==> config.mk <==
export PLATFORM = sky130hd
export DESIGN_NAME = mux4_rr_arbiter
export DESIGN_NICKNAME = d
export VERILOG_FILES = /design/src/rtl/mux4_rr_arbiter.sv
export SDC_FILE = /design/constraint.sdc
export NUM_CORES = 1
export LEC_CHECK = 0
export ABC_AREA = 1
export CORE_MARGIN = 2
export CORE_UTILIZATION = 45
export DETAILED_ROUTE_END_ITERATION = 16
export PLACE_DENSITY = 0.8
export SKIP_CTS_REPAIR_TIMING = 1
export SLEW_MARGIN = 30
export SYNTH_ARGS = -nofsm -noshare
export SYNTH_HDL_FRONTEND = slang
export SYNTH_SLANG_ARGS = --single-unit
==> constraint.sdc <==
create_clock -name clk -period 4.45 [get_ports clk]
set_input_delay 0.445 -clock clk [delete_from_list [all_inputs] [get_ports clk]]
set_output_delay 0.445 -clock clk [all_outputs]
set_load 0.01 [all_outputs]
==> src/rtl/mux4_rr_arbiter.sv <==
// Four-way round-robin arbiter with optional burst lock, driving a 4:1 word mux
// into a single-entry valid/ready output register.
module mux4_rr_arbiter #(
    parameter int unsigned WIDTH    = 4,
    parameter int unsigned LOCK_MAX = 4
) (
    input  logic             clk,
    input  logic             reset,
    input  logic [3:0]       req,
    input  logic [3:0]       lock,
    input  logic [WIDTH-1:0] d0,
    input  logic [WIDTH-1:0] d1,
    input  logic [WIDTH-1:0] d2,
    input  logic [WIDTH-1:0] d3,
    input  logic             out_ready,
    output logic [3:0]       grant,
    output logic [1:0]       sel,
    output logic             out_valid,
    output logic [WIDTH-1:0] out_data,
    output logic [1:0]       out_src
);

    localparam int unsigned CntW = $clog2(LOCK_MAX) + 1;
    localparam logic [CntW-1:0] CntLim = CntW'(LOCK_MAX - 1);

    typedef enum logic {StIdle, StFull} state_e;

    state_e           state;
    logic [1:0]       ptr;
    logic [CntW-1:0]  lock_cnt;
    logic             owned;
    logic             lock_hit;
    logic             cap;
    logic [1:0]       winner;
    logic [1:0]       cand;
    logic             found;
    logic [WIDTH-1:0] win_data;

    // owned: at least one capture since reset, so ptr really names the last winner
    assign lock_hit = owned && req[ptr] && lock[ptr] && (lock_cnt < CntLim);

    always_comb begin
        winner = ptr;
        cand   = ptr;
        found  = 1'b0;
        if (!lock_hit) begin
            for (int k = 1; k <= 4; k++) begin
                cand = ptr + k[1:0];
                if (!found && req[cand]) begin
                    winner = cand;
                    found  = 1'b1;
                end
            end
        end
    end

    always_comb begin
        win_data = d0;
        unique case (winner)
            2'd0: win_data = d0;
            2'd1: win_data = d1;
            2'd2: win_data = d2;
            2'd3: win_data = d3;
            default: win_data = d0;
        endcase
    end

    assign cap       = !reset && (|req) && (state == StIdle || out_ready);
    assign grant     = cap ? (4'b0001 << winner) : 4'b0000;
    assign sel       = winner;
    assign out_valid = (state == StFull);

    always_ff @(posedge clk) begin
        if (reset) begin
            state    <= StIdle;
            out_data <= '0;
            out_src  <= 2'd0;
            ptr      <= 2'd3;
            lock_cnt <= '0;
            owned    <= 1'b0;
        end else if (cap) begin
            state    <= StFull;
            out_data <= win_data;
            out_src  <= winner;
            ptr      <= winner;
            owned    <= 1'b1;
            lock_cnt <= lock_hit ? lock_cnt + CntW'(1) : '0;
        end else if (state == StFull && out_ready) begin
            state <= StIdle;
        end
    end

endmodule

==> After elaboration in Yosys (flattened, before gate mapping) <==
Cells that the tools add are included.
{ "totals": {"output_inout_bits": 13, "input_bits": 27, "elab_cells": 63, "ff_bits": 13} }
{ "op_classes": {"n_eq_ne": 3, "bitwise": 1, "shifts": 1, "reduce_logical": 17, "magnitude_cmp": 5, "n_mux": 26, "n_addsub": 4} }
{ "op_table": {"columns": ["operator", "n"], "rows": [
  ["case mux 4 bit (4 select lines)", 1],
  ["two-way mux 1 bit", 13],
  ["< comparator 2 x 3 -> 1 bit (second input constant)", 4],
  ["binary-select mux 1 bit (select 2 bit)", 5],
  ["two-way mux 2 bit", 5],
  ["logical AND 1 bit", 9],
  ["adder 2 bit (second input constant)", 2],
  ["== test 2 bit (second input constant)", 2],
  ["logical NOT 1 bit", 4],
  ["two-way mux 4 bit", 1],
  ["OR reduction 4 bit", 1],
  ["left shift 1 x 2 -> 4 bit (first input constant)", 1],
  ["adder 3 x 1 -> 3 bit (second input constant)", 1],
  ["< comparator 3 x 2 -> 1 bit (second input constant)", 1],
  ["two-way mux 3 bit", 1],
  ["adder 2 x 1 -> 2 bit (second input constant)", 1],
  ["== test 2 x 1 -> 1 bit (second input constant)", 1],
  ["logical NOT 2 bit", 1],
  ["nonzero test 2 bit", 1],
  ["logical OR 1 bit", 1],
  ["inverter 1 bit", 1]
]} }

==> Depth between registers and ports, before layout <==
Gate-level depths: netlist (run 1).
{ "depth": {"word_depth": 20, "depth_mapped": 18, "depth_no_buf": 17} }

==> Worst setup path after synthesis (run 1) <==
Ideal clock, no wire load.
{ "synth_timing": {"path_kind": "reg-to-output", "startpoint": "reg ptr[0]", "endpoint": "out grant[2]", "path_slack_ns": 2.366, "path_stages_with_launch": 16, "t_arrival_ns": 1.639, "n_path_buf": 1, "required_time_ns": 4.005, "path_cell_list": "dfxtp_1 -> inv_2 -> buf_6 -> nand2_4 -> nand2_4 -> nand2_2 -> nand2_2 -> nor2_1 -> nand2_2 -> nand2_2 -> nor2_2 -> nand2_4 -> nand2_4 -> clkinv_2 -> nand2_1 -> nor2_1"} }
{ "synth_between": {"elab_chain_cells": 19, "elab_cells_between_ends": 35, "classes_between": "3 x add/sub; 1 x shift; 22 x mux; 9 x reduce/logical"} }
{ "synth_rtl": {"columns": ["element", "line", "rtl"], "rows": [
  ["from (decl)", "29", "logic [1:0] ptr;"],
  ["from (signal assigned)", "85", "ptr <= winner;"],
  ["adder 2 x 1 -> 2 bit", "48", "cand = ptr + k[1:0];"],
  ["binary-select mux 1 bit (select 2 bit)", "49", "if (!found && req[cand]) begin"],
  ["two-way mux 1 bit (not written as such)", "49", null],
  ["two-way mux 1 bit", "49", null],
  ["two-way mux 1 bit", "46", "if (!lock_hit) begin"],
  ["logical NOT 1 bit", "49", null],
  ["logical AND 1 bit", "49", null],
  ["two-way mux 1 bit", "49", null],
  ["(+4 left out)", null, null],
  ["two-way mux 1 bit", "46", null],
  ["logical NOT 1 bit", "49", null],
  ["logical AND 1 bit", "49", null],
  ["two-way mux 2 bit", "49", null],
  ["two-way mux 2 bit *", "46", null],
  ["net sel[1]", "17", "output logic [1:0] sel,"],
  ["left shift 1 x 2 -> 4 bit *", "69", "assign grant = cap ? (4'b0001 << winner) : 4'b0000;"],
  ["two-way mux 4 bit *", "69", null],
  ["to (decl)", "16", "output logic [3:0] grant,"]
]} }
Mark *: on every way through the listed nets, which the timed path passes. The rest lies on a longest branch. The select of a mux whose other input is x is not followed.

==> Worst setup path after layout (run 1) <==
{ "layout_timing": {"startpoint": "reg ptr[0]", "endpoint": "out grant[2]"} }
{ "layout_between": {"elab_chain_cells": 19, "elab_cells_between_ends": 35, "classes_between": "3 x add/sub; 1 x shift; 22 x mux; 9 x reduce/logical"} }
{ "layout_rtl": {"columns": ["element", "line"], "rows": [
  ["adder 2 x 1 -> 2 bit", "48"],
  ["binary-select mux 1 bit (select 2 bit)", "49"],
  ["two-way mux 1 bit (not written as such)", "49"],
  ["two-way mux 1 bit", "49"],
  ["two-way mux 1 bit", "46"],
  ["logical NOT 1 bit", "49"],
  ["logical AND 1 bit", "49"],
  ["two-way mux 1 bit", "49"],
  ["(+3 left out)", null],
  ["two-way mux 1 bit", "49"],
  ["two-way mux 1 bit", "46"],
  ["logical NOT 1 bit", "49"],
  ["logical AND 1 bit", "49"],
  ["two-way mux 2 bit", "49"],
  ["two-way mux 2 bit *", "46"],
  ["left shift 1 x 2 -> 4 bit *", "69"],
  ["two-way mux 4 bit *", "69"]
]} }
Mark *: on every way between the ends. The rest lies on a longest branch, timed or not. The select of a mux whose other input is x is not followed.

==> results of run 1 <==
## area by class of cell
cell class / count / area [µm²] / share of cell area [%]
Clock buffer: 3 / 22.5 / 1.44
Clock inverter: 1 / 5.00 / 0.320
Inverter: 22 / 85.1 / 5.44
Multi-Input combinational cell: 143 / 754 / 48.3
Sequential cell: 13 / 260 / 16.7
Tap cell: 30 / 37.5 / 2.40
Timing Repair Buffer: 40 / 398 / 25.5
## synthesized netlist by cell type
master                      n  area share [%]
sky130_fd_sc_hd__nand2_4    9             8.9
sky130_fd_sc_hd__nand2_2   10             5.5
sky130_fd_sc_hd__clkinv_2   2            0.88
sky130_fd_sc_hd__a21oi_1    7             3.1
sky130_fd_sc_hd__o21ai_0    4             1.8
sky130_fd_sc_hd__nor3_2     1            0.88
sky130_fd_sc_hd__a21oi_2    4             3.1
sky130_fd_sc_hd__nor2_1    14             4.6
sky130_fd_sc_hd__buf_6      2             2.0
sky130_fd_sc_hd__nand3_2    3             2.6
sky130_fd_sc_hd__inv_2      2            0.66
sky130_fd_sc_hd__a22oi_1    1            0.66
sky130_fd_sc_hd__o21a_1     1            0.66
sky130_fd_sc_hd__nor3_1     1            0.44
sky130_fd_sc_hd__clkbuf_1   2            0.66
sky130_fd_sc_hd__ha_1       1             1.1
sky130_fd_sc_hd__nand3_1   17             7.5
sky130_fd_sc_hd__dfxtp_1   13              23
sky130_fd_sc_hd__nand4_1    2             1.1
sky130_fd_sc_hd__o21ai_1    5             2.2
sky130_fd_sc_hd__buf_2      1            0.44
sky130_fd_sc_hd__clkinv_1   1            0.33
sky130_fd_sc_hd__nor4_1     1            0.55
sky130_fd_sc_hd__inv_1     17             5.6
sky130_fd_sc_hd__nor2_2     1            0.55
sky130_fd_sc_hd__nor2_4     1            0.99
sky130_fd_sc_hd__o21bai_1   1            0.66
sky130_fd_sc_hd__nand2_1   59              20
## state kept, by name, summed over array words and instances (netlist names)
register and cells:
lock_cnt 3, out_data 4, out_src 2, out_valid 1
owned 1, ptr 2
## power by group
part	internal, W	total, W	leakage [nW]	switching [W]
logic	0.000389	0.00100	0.632	0.000615
clock network	0.0000334	0.0000748	0.0177	0.0000413
registers	0.000148	0.000192	0.107	0.0000445
## through the flow
stage               power, W  worst slack, ns  std cells
CTS                  0.00127             1.04        252
finish               0.00127             1.05        252
detailed placement   0.00119             1.21        248
global route         0.00139            0.758        252
floorplan           0.000912             2.37        183
global placement     0.00116             1.34        248
## worst max-delay path by stage
stage                to  cells after the start
6_report       grant[2]                     15
5_1_grt        grant[2]                     15
4_1_cts        grant[2]                     15
3_5_place_dp   grant[2]                     14
3_3_place_gp   grant[2]                     14
2_1_floorplan  grant[2]                     15
## routing by layer
| metal | up-vias | GRT usage (%) | part of all wire, % |
|---|---|---|---|
| met5 | - | 0 | 0 |
| met4 | 0 | 8.75 | 1.5 |
| met3 | 6 | 0.820 | 1.6 |
| met2 | 14 | 36.7 | 51 |
| met1 | 573 | 28.1 | 46 |
| li1 | 659 | - | - |
## logic make-up after synthesis
kind of cell	after synthesis	synth area share, %
adder cells (fa/ha/maj)	1	1.10
AO/OA/AOI/OAI	23	12.1
AND/OR/NAND/NOR	119	53.3
flip-flops	13	22.9
buffers and inverters	27	10.6
## placed cells by master, fill, tap and decap left out, drive strengths merged
master and instances:
a21oi 11, a22oi 1, buf 1, clkbuf 3, clkdlybuf4s50 39, clkinv 4
dfxtp 13, ha 1, inv 19, nand2 78, nand3 20, nand4 2
nor2 16, nor3 2, nor4 1, o21a 1, o21ai 9, o21bai 1
## worst reg2reg max path: stages (launching register included)
cell                       delay (ns)
sky130_fd_sc_hd__dfxtp_1         0.65
sky130_fd_sc_hd__inv_2           0.25
sky130_fd_sc_hd__nand2_1         0.11
sky130_fd_sc_hd__nand2_1         0.10
sky130_fd_sc_hd__nand2_1         0.16
sky130_fd_sc_hd__nand2_4         0.10
sky130_fd_sc_hd__clkinv_2        0.08
sky130_fd_sc_hd__nand2_1         0.06
sky130_fd_sc_hd__nand2_1         0.06
sky130_fd_sc_hd__nand3_1         0.11
sky130_fd_sc_hd__nand2_4         0.12
sky130_fd_sc_hd__nand2_4         0.08
sky130_fd_sc_hd__nand2_4         0.10
sky130_fd_sc_hd__inv_2           0.05
sky130_fd_sc_hd__nor2_1          0.10
sky130_fd_sc_hd__nand2_1         0.08
sky130_fd_sc_hd__nand2_1         0.09
sky130_fd_sc_hd__a21oi_2         0.05
==> results_dict.tcl, run 1 <==
set metrics [dict create \
    flow.area_growth_from_synthesis_pct 37.7 \
    finish.instance_area_um2 1560 \
    gp_routability_congestion 0.719 \
    hold_ws_ns 0.472 \
    cp.buffers_inverters 4 \
    number_of_global_route_vias_before_repair 1129 \
    drv_cap 0 \
    max-vdd-ir-drop_v 0.000553 \
    yosys_warnings 0 \
    grt_setup_unrepaired "false" \
    number_of_antenna_repair_diodes 0 \
    post_synth_instance_area_um2 1130 \
    cts_made_buffers 3 \
    hold_violations 0 \
    ctsLongestPathBuffers 2 \
    clock_tree_from_tritoncts "yes" \
    worstMarginPinSlew_ns 0.603 \
    synthesis.area_per_instance_um2 6.20 \
    worst_path_most_repeated_cell "sky130_fd_sc_hd__nand2_1" \
    worstHoldStart "lock_cnt[2]$_SDFFE_PP0P_" \
    htree_levels 1 \
    fill_cells 221 \
    drt_pass1_iterations 4 \
    grt_overflow 0 \
    ioPinCount 40 \
    hold_path.class "reg -> reg" \
    chipHeight_um 54.2 \
    relSlewSlack_pct 59.7 \
    ys_seq_area_share_pct 22.9 \
    timing.final.crit_period_ns 3.40 \
    ant_nets 0 \
    leakagePower_nw 0.757 \
    rows 18 \
    critPathMaxStageDelay_ns 0.65 \
    cts.sinks 13 \
    hold_end "lock_cnt[2]$_SDFFE_PP0P_" \
    final_setup_violation_count 0 \
    layout.core_utilization_pct 64.2 \
    initialDrtViolationCount 26 \
    global_route.usage.total_pct 21.4 \
    critical_path.reg2reg.endpoint "out_data[3]$_SDFFE_PP0P_" \
    report.final.slew_viol_count 0 \
    layout-drive-gt1-share_pct 17.1 \
    finalSetupTns_ns 0 \
    grt_antenna_before_repair 0 \
    cell_count_of_the_worst_reg_to_reg_path 17 \
    final_nets 251 \
    clock-skew-final_ns 0.00511 \
    post_syn_nets 211 \
    core_region_area_um2 2430 \
    timing.critical_path.arrival_ns 2.95 \
    ys_ff_latch 13 \
    cp_max_fo 15 \
    endpoint_kind "output pin" \
    drc_errors 0 \
    clkLatencyLatePin_ns 0.28 \
    netlist-cell-type-count 28 \
    port_buffers 39 \
    post_synth_inst_count 183 \
    detail_route.wirelength_mm 2.88 \
    cpMaxStageDelayCell "sky130_fd_sc_hd__dfxtp_1" \
    worst_hold_depth 2 \
    post_drt_via_cell_ratio 4.97 \
    die_area_um2 2940 \
    critPathKind "reg -> out" \
    worst_setup_hold_path_clk_slew_ns 0.08 \
    floorplan.initialDensity_pct 46.7 \
    outcome "finished clean" \
    power-per-cell-area_nw_per_um2 813 \
    avgRoutedWirePerCell_um 11.4 \
    place_hpwl_mm 2.25 \
    critPathLaunch "ptr[0]$_SDFFE_PP1P_" \
    grt_first_pass_wirelength_mm 4.69 \
    cp_cell_sequence "inv_2 -> nand2_1 -> nand2_1 -> nand2_1 -> nand2_4 -> clkinv_2 -> nand2_1 -> nand2_1 -> nand3_1 -> nand2_4 -> nand2_4 -> clkinv_2 -> nand2_1 -> nor2_1 -> clkdlybuf4s50_1" \
    vias 1252 \
    maximum_number_of_pins_on_one_net_before_global_route_repair 16 \
    crit-reg2reg-launch "ptr[0]$_SDFFE_PP1P_" \
    cp.required_ns 4.01 \
    period_utilisation_layout_pct 76.3 \
    die_x_um 54.2 \
    cp-start-kind "flop" \
    postPlaceCellArea_um2 1540 \
    cp_top_family "simple AND/OR/NAND/NOR gates" \
    clock_tree.root_cell "sky130_fd_sc_hd__clkbuf_4" \
    fmaxAchievable_mhz 294 \
    reg2reg_slack_ns 1.98 \
]
Power figures use the tool's default switching activity.
==> run 2: changes to the inputs <==
==> constraint.sdc (replaced) <==
create_clock -name clk -period 3.5 [get_ports clk]
set_input_delay 0.35 -clock clk [delete_from_list [all_inputs] [get_ports clk]]
set_output_delay 0.35 -clock clk [all_outputs]
set_load 0.01 [all_outputs]
==> run 2 against run 1 <==
Effect of this change: die area unchanged; first-iteration DRC count grew 58%; cell area up 1.0%; routed wire length rose by 3.1%; utilization increased by 0.67 points; register-to-register slack got worse by 0.72 ns; clock power up 24%; highest routed layer unchanged.
==> results_dict.tcl, run 2 (synthesis results as in run 1) <==
set metrics [dict create \
    outcome "finished clean" \
    detail_route.wirelength_mm 2.97 \
    finish.instance_area_um2 1580 \
    port_buffers 39 \
    layout_common_cells "59 x sky130_fd_sc_hd__nand2_1, 39 x sky130_fd_sc_hd__clkdlybuf4s50_1, 17 x sky130_fd_sc_hd__inv_1, 17 x sky130_fd_sc_hd__nand3_1, 14 x sky130_fd_sc_hd__nor2_1" \
    floorplan.initialDensity_pct 46.7 \
    flow.area_growth_from_synthesis_pct 39.1 \
    largest_register_ffs 4 \
    layout-drive-gt1-share_pct 18.3 \
    critPathKind "reg -> out" \
    leakagePower_nw 0.766 \
    ctsLongestPathBuffers 2 \
    chipHeight_um 54.2 \
    cp-start-kind "flop" \
    cts_made_buffers 3 \
    postPlaceCellArea_um2 1550 \
    ant_nets 0 \
    drt_pass1_iterations 4 \
    place_hpwl_mm 2.40 \
    grt_first_pass_wirelength_mm 4.77 \
    htree_levels 1 \
    hold_path.class "reg -> reg" \
    cp_max_fo 15 \
    hold_violations 0 \
    gp_routability_congestion 0.735 \
    cts.sinks 13 \
    endpoint_kind "output pin" \
    layout.core_utilization_pct 64.9 \
    grt_antenna_before_repair 0 \
    reg2reg_slack_ns 1.26 \
    die_area_um2 2940 \
    clkLatencyLatePin_ns 0.28 \
    max-vdd-ir-drop_v 0.000812 \
    ioPinCount 40 \
    critPathMaxStageDelay_ns 0.54 \
    timing.final.crit_period_ns 3.06 \
    timing.critical_path.arrival_ns 2.71 \
    final_setup_violation_count 0 \
    core_region_area_um2 2430 \
    fmaxAchievable_mhz 327 \
    vias 1273 \
    clock-skew-final_ns 0.00120 \
    cp_cell_sequence "inv_2 -> nand2_1 -> nand2_1 -> nand2_1 -> nand2_4 -> clkinv_2 -> nand3_2 -> nand3_1 -> nand2_4 -> nand2_4 -> clkinv_2 -> nand2_1 -> nor2_1 -> clkdlybuf4s50_1" \
    cp.buffers_inverters 4 \
    biggestRegsByFlops "out_data: 4 flops, lock_cnt: 3 flops" \
    worstMarginPinSlew_ns 0.360 \
    final_common_cell "sky130_fd_sc_hd__nand2_1" \
    maximum_number_of_pins_on_one_net_before_global_route_repair 16 \
    clock_tree.root_cell "sky130_fd_sc_hd__clkbuf_4" \
    worst_path_most_repeated_cell "sky130_fd_sc_hd__nand2_1" \
    cpMaxStageDelayCell "sky130_fd_sc_hd__clkdlybuf4s50_1" \
    grt_setup_unrepaired "false" \
    cp.required_ns 3.15 \
    finalSetupTns_ns 0 \
    period_utilisation_layout_pct 87.4 \
    power-per-cell-area_nw_per_um2 1030 \
    final_nets 253 \
    die_x_um 54.2 \
    clock_tree_from_tritoncts "yes" \
    avgRoutedWirePerCell_um 11.7 \
    initialDrtViolationCount 41 \
    number_of_antenna_repair_diodes 0 \
    cp_top_family "simple AND/OR/NAND/NOR gates" \
    max_flop_register "out_data" \
    rows 18 \
    hold_ws_ns 0.466 \
    drc_errors 0 \
    report.final.slew_viol_count 0 \
    post_drt_via_cell_ratio 5.01 \
    worst_setup_hold_path_clk_slew_ns 0.08 \
    drv_cap 0 \
    global_route.usage.total_pct 22.1 \
    grt_overflow 0 \
    number_of_global_route_vias_before_repair 1138 \
    relSlewSlack_pct 76.0 \
]
run 2: cell types whose count changed in the layout (fill, tap and decap cells not counted):
cell                      previous run  this run
sky130_fd_sc_hd__dfxtp_1            13        12
sky130_fd_sc_hd__buf_4               1         3
sky130_fd_sc_hd__dfxtp_2             0         1
run 2: per-layer routing:
metal	part of all wire, %	GRT usage [%]	routed length [µm]
met5	0	0	0
met4	1.1	7.50	34
met3	2.3	0.820	68
met2	52	38.8	1560
met1	44	28.8	1310
run 2: worst min-delay path: stages, from the launching register on:
cell                      delay (ns)
sky130_fd_sc_hd__dfxtp_1        0.31
sky130_fd_sc_hd__nand2_1        0.06
sky130_fd_sc_hd__a21oi_1        0.05
run 2: worst paths after layout:
kind | from | endpoint | depth (start not counted)
hold / removal | lock_cnt[2]$_SDFFE_PP0P_ | lock_cnt[2]$_SDFFE_PP0P_ | 2
setup reg to reg | ptr[0]$_SDFFE_PP1P_ | out_data[2]$_SDFFE_PP0P_ | 16
hold reg to reg | lock_cnt[2]$_SDFFE_PP0P_ | lock_cnt[2]$_SDFFE_PP0P_ | 2
setup / recovery | ptr[0]$_SDFFE_PP1P_ | grant[2] | 14
run 2: final cells by class:
type                    instances  area [µm²]
well taps                      30        37.5
repair buffers                 42         413
multi-input cells             143         754
fillers                       227         853
flip-flops and latches         13         262
inverters                      22        85.1
clock buffers                   3        22.5
clock inverters                 1        5.00
run 2: through the flow:
step	setup slack (ns)	power [W]	std cells
2_1_floorplan	1.51	0.00116	183
3_3_place_gp	0.577	0.00149	250
3_5_place_dp	0.483	0.00154	250
4_1_cts	0.232	0.00164	254
5_1_grt	0.194	0.00179	254
6_report	0.441	0.00163	254
run 2: report_power, final:
part / switching (W) / internal, W
Clock: 0.0000501 / 0.0000424
Combinational: 0.000810 / 0.000503
Sequential: 0.0000389 / 0.000189
